[config.mk]
export PLATFORM = sky130hd
export DESIGN_NAME = wave_analyzer
export DESIGN_NICKNAME = d
export VERILOG_FILES = /design/src/rtl/wave_pkg.sv /design/src/rtl/sync2.sv /design/src/rtl/wave_analyzer.sv
export SDC_FILE = /design/constraint.sdc
export NUM_CORES = 1
export LEC_CHECK = 0
export CORE_AREA = 2 2 99 101
export DETAILED_ROUTE_END_ITERATION = 8
export DIE_AREA = 0 0 101 103
export PLACE_DENSITY = 0.71
export SLEW_MARGIN = 20
export SYNTH_ARGS = -nofsm -noshare
export SYNTH_HDL_FRONTEND = slang
export SYNTH_SLANG_ARGS = --single-unit
[constraint.sdc]
create_clock -name clk -period 1.7 [get_ports clk]
set_input_delay 0.255 -clock clk [delete_from_list [all_inputs] [get_ports clk]]
set_output_delay 0.255 -clock clk [all_outputs]
set_load 0.01 [all_outputs]
[src/rtl/wave_pkg.sv]
// Shared types and default widths for the wave analyzer.
package wave_pkg;

  localparam int DEF_DATA_W   = 10;
  localparam int DEF_PERIOD_W = 16;

  typedef enum logic {
    IDLE,
    MEASURE
  } state_t;

  typedef enum logic {
    LOW,
    HIGH
  } level_t;

endpackage

[src/rtl/sync2.sv]
// Two-flop synchronizer for a multi-bit bus sampled from asynchronous pins.
module sync2 #(
  parameter int W = 10
) (
  input  logic         clk,
  input  logic         rst,
  input  logic [W-1:0] d,
  output logic [W-1:0] q
);

  logic [W-1:0] meta_reg;
  logic [W-1:0] sync_reg;

  // Two capture stages; the second stage is the clean, clk-domain copy.
  always_ff @(posedge clk) begin
    if (rst) begin
      meta_reg <= '0;
      sync_reg <= '0;
    end else begin
      meta_reg <= d;
      sync_reg <= meta_reg;
    end
  end

  assign q = sync_reg;

endmodule

[src/rtl/wave_analyzer.sv]
// Period and peak analyzer for an offset-binary waveform.
// Rising crossings of a hysteretic threshold delimit each measured period.
// Optional build macro: WAVE_ANALYZER_OVERRUN_EN adds a sticky overrun flag
// raised whenever a finished result is dropped because the consumer stalled.
module wave_analyzer
  import wave_pkg::*;
#(
  parameter int DATA_W   = DEF_DATA_W,
  parameter int PERIOD_W = DEF_PERIOD_W,
  parameter int MIDSCALE = 512,
  parameter int HYST     = 8
) (
  input  logic                clk,
  input  logic                rst,
  input  logic [DATA_W-1:0]   sample_in,
  output logic                meas_valid,
  input  logic                meas_ready,
  output logic [PERIOD_W-1:0] period,
  output logic [DATA_W-1:0]   peak_max,
  output logic [DATA_W-1:0]   peak_min,
`ifdef WAVE_ANALYZER_OVERRUN_EN
  output logic                overrun,
`endif
  output logic                timeout
);

  localparam logic [DATA_W-1:0]   HI_TH   = DATA_W'(MIDSCALE + HYST);
  localparam logic [DATA_W-1:0]   LO_TH   = DATA_W'(MIDSCALE - HYST);
  localparam logic [PERIOD_W-1:0] CNT_ONE = PERIOD_W'(1);
  localparam logic [PERIOD_W-1:0] CNT_MAX = '1;

  logic [DATA_W-1:0]   s;
  level_t              level_reg;
  state_t              state_reg;
  logic [PERIOD_W-1:0] count_reg;
  logic [DATA_W-1:0]   acc_max_reg;
  logic [DATA_W-1:0]   acc_min_reg;
  logic                above;
  logic                below;
  logic                rise;
  logic                fire;
  logic                publish;

  sync2 #(.W(DATA_W)) u_sync (
    .clk (clk),
    .rst (rst),
    .d   (sample_in),
    .q   (s)
  );

  assign above   = (s >= HI_TH);
  assign below   = (s <= LO_TH);
  assign rise    = (level_reg == LOW) && above;
  assign fire    = meas_valid && meas_ready;
  // A result is taken when the output slot is empty or being emptied this cycle.
  assign publish = (state_reg == MEASURE) && rise && (!meas_valid || fire);

  // Hysteretic level tracker: only leaves a level once the far threshold is hit.
  always_ff @(posedge clk) begin
    if (rst) begin
      level_reg <= LOW;
    end else if (level_reg == LOW && above) begin
      level_reg <= HIGH;
    end else if (level_reg == HIGH && below) begin
      level_reg <= LOW;
    end
  end

  // Measurement FSM: period counter, peak accumulators and saturation timeout.
  always_ff @(posedge clk) begin
    if (rst) begin
      state_reg   <= IDLE;
      count_reg   <= '0;
      acc_max_reg <= '0;
      acc_min_reg <= '0;
      timeout     <= 1'b0;
    end else begin
      case (state_reg)
        IDLE: begin
          if (rise) begin
            state_reg   <= MEASURE;
            count_reg   <= CNT_ONE;
            acc_max_reg <= s;
            acc_min_reg <= s;
          end
        end
        MEASURE: begin
          if (rise) begin
            count_reg   <= CNT_ONE;
            acc_max_reg <= s;
            acc_min_reg <= s;
          end else if (count_reg == CNT_MAX - CNT_ONE) begin
            // Counter pins at all-ones: abandon this period without reporting.
            count_reg <= CNT_MAX;
            timeout   <= 1'b1;
            state_reg <= IDLE;
          end else begin
            count_reg   <= count_reg + CNT_ONE;
            acc_max_reg <= (s > acc_max_reg) ? s : acc_max_reg;
            acc_min_reg <= (s < acc_min_reg) ? s : acc_min_reg;
          end
        end
        default: state_reg <= IDLE;
      endcase
    end
  end

  // Output slot: load on publish, otherwise empty it when the consumer accepts.
  always_ff @(posedge clk) begin
    if (rst) begin
      meas_valid <= 1'b0;
      period     <= '0;
      peak_max   <= '0;
      peak_min   <= '0;
    end else if (publish) begin
      meas_valid <= 1'b1;
      period     <= count_reg;
      peak_max   <= acc_max_reg;
      peak_min   <= acc_min_reg;
    end else if (fire) begin
      meas_valid <= 1'b0;
    end
  end

`ifdef WAVE_ANALYZER_OVERRUN_EN
  logic drop;
  assign drop = (state_reg == MEASURE) && rise && meas_valid && !meas_ready;

  // Sticky record that a finished result was lost to a stalled consumer.
  always_ff @(posedge clk) begin
    if (rst) begin
      overrun <= 1'b0;
    end else if (drop) begin
      overrun <= 1'b1;
    end
  end
`endif

endmodule

==> reports/qor.yml <==
outcome:
  outcome: "finished with violations"
  violations: "negative setup slack"
pwr:
  vdd_drop_max_mv: 0.651
  powerDensity_mw_per_mm2: 666
  leakage_uw: 0.00241
layout:
  nFillCells: 637
  n_antenna_cell: 0
  drive_gt1_share_pct: 45.5
  area_growth_pct: 51.1
  layout.nets: 625
  stdcell_area_mm2: 0.00661
  final_core_util_pct: 69.9
  fin_cells: 710
critical_path:
  start_kind: "flop"
  worstPathArrival_ns: 2.21
  cp_cell_sequence: "buf_4 -> ha_1 -> a21oi_1 -> o21ai_1 -> a21oi_2 -> a21oi_2 -> buf_4 -> mux2i_1"
  cp.required_ns: 1.99
  cp_slowest_cell: "dfxtp_2"
  end_kind: "flop"
  cp_max_fo: 4
  max_stage_delay_ns: 0.35
  path_class: "flop to flop"
place:
  dp_cells: 672
  hpwl_um: 6850
  dpl_worst_slack_ns: -0.156
  gp_congestion: 0.845
  placed_area_mm2: 0.00530
  io_buffers: 50
clock_network:
  htree_levels: 3
  cts_hold_buffers: 0
  worst_skew_pair.late_latency_ns: 0.37
  clk_path_buf_depth: 2
  clock_sinks: 96
  cts_buffers: 9
  clk_pin_slew_worst_paths_ns: 0.09
  clock-root-buffer: "clkbuf_8"
  cts_tree: "done"
grt:
  grt_pass1_vias: 3754
  overflow: 0
  grt_use_total_pct: 23.9
  antenna_found_initial: 0
  grt_start_max_net_pins: 41
  grt_pass1_wl_um: 19000
synthesis:
  yosys_warnings: 0
  netlist_area_mm2: 0.00437
  synth_top_area_share_pct: 43.9
  syn-instance-count: 481
  synthDistinctLibCells: 44
  synth_most_common_cell: "dfxtp_1"
  synth-seq-cells: 96
  yosys-top-cells-area: "dfxtp_1, nand2_1, a21oi_2, ha_1, mux2i_1"
  synth_edf_count: 0
  synthArstFlopShare_pct: 0
  syn-num-nets: 515
  synth_flop_cell: "dfxtp_1"
  yosysSeqAreaShare_pct: 43.9
  avgSynthCellArea_um2: 9.09
  synth_top_area_cell: "dfxtp_1"
  synth_common_cells: "dfxtp_1, nand2_1, a21oi_2"
route:
  wl_per_cell_um: 19.0
  drc: 0
  finalWirelength_um: 13500
  vias: 3996
  ant_nets: 0
  drt_pre_antenna_iters: 5
  viasPerCell: 5.63
  drt_iter0_markers: 335
sta:
  max_clock_freq_mhz: 519
  min_period_ns: 1.93
  setup_violations: 59
  fin_crit_sh_pct: 113
  fin_ws_ns: -0.225
  fin_worst_skew_ns: 0.00527
  slew_violations: 0
  tightest_slew_ns: 0.501
  finalHoldViolations: 0
  rsz0062_at_grt: "yes"
  maxSlewHeadroom_pct: 66.6
run:
  max-cap-violations: 0
floorplan:
  die_x_um: 101
  core_area_mm2: 0.00946
  start_util_pct: 46.2
  dieHeight_um: 103
  die-area_mm2: 0.0104
  fp-row-count: 36
  io_pins: 51
worst_hold_path:
  min_path_type: "input pin to flop"
[cells by family after synthesis]
group | after synthesis | synth area share (%)
buffers and inverters | 50 | 6.01
flip-flops | 96 | 43.9
multiplexers | 20 | 4.61
AO/OA/AOI/OAI | 92 | 15.0
AND/OR/NAND/NOR | 202 | 24.4
adder cells (fa/ha/maj) | 21 | 6.01
[routing by layer]
layer	routed length [um]	part of all wire (%)	global-route usage, %
met5	0	0	0
met4	429	3.2	9.77
met3	875	6.5	4.00
met2	6620	49	39.8
met1	5560	41	30.9
[worst max-delay path: cells and delay by family (launching register included)]
| family | cells | cell delay, ns |
|---|---|---|
| adder cells (fa/ha/maj) | 1 | 0.31 |
| buffers and inverters | 2 | 0.31 |
| multiplexers | 1 | 0.19 |
| AO/OA/AOI/OAI | 4 | 0.67 |
| flip-flops | 1 | 0.35 |
[cells in the final DEF (no fill, tap or decap), drive strengths merged, types with 4 or more instances in the layout]
cell type,Yosys,final
buf,11,75
clkbuf,16,11
a21oi,60,60
nand3,7,7
a211oi,5,5
mux2i,19,19
inv,23,24
nand2,94,94
o21ai,13,13
nand2b,28,28
nand3b,4,4
ha,21,21
nor2,17,17
a311oi,6,6
nor3,9,9
nand4,6,6
nor2b,22,22
clkdlybuf4s50,0,49
dfxtp,96,96
and3,5,5
[final timing paths]
| kind | start | endpoint | slack, ns | depth (start not counted) |
|---|---|---|---|---|
| max | u_sync.q[9] | acc_min_reg[0] | -0.23 | 8 |
| min | rst | count_reg[3] | 0.38 | 4 |
| max reg2reg | u_sync.q[9] | acc_min_reg[0] | -0.23 | 8 |
| min reg2reg | u_sync.meta_reg[5] | u_sync.q[5] | 0.44 | 1 |
[final cells by class]
cell class / instances / area (um2) / share of cell area (%)
clock buffers: 9 / 124 / 1.87
clock inverters: 7 / 71.3 / 1.08
inverters: 23 / 86.3 / 1.31
multi-input cells: 335 / 2880 / 43.5
flip-flops and latches: 96 / 1970 / 29.9
well taps: 114 / 143 / 2.16
repair buffers: 126 / 1340 / 20.2
[through the flow]
step                      total power, uW  hold WS [ns]  TNS (ns)
after CTS                            4330         0.378     -5.09
after global routing                 4550         0.377     -9.64
after floorplan                      2600         0.383  -0.00134
after detailed placement             2740         0.427     -2.63
after global placement               2730         0.422     -1.14
final                                4400         0.383     -5.53
[power by group]
| group | total, uW | leakage, uW | switching, uW | internal, uW |
|---|---|---|---|---|
| Combinational | 592 | 0.00153 | 302 | 290 |
| Clock | 1500 | 0.0000916 | 819 | 679 |
| Sequential | 2310 | 0.000793 | 31.6 | 2280 |
| Total | 4400 | 0.00241 | 1150 | 3250 |
[what timing repair did]
action,4_1_cts,5_1_grt
setup buffers,14,3
setup endpoints to repair,55,69
cloned,7,1
gates resized for setup,148,62
pin swaps,76,42
(Power assumes the default switching activity.)
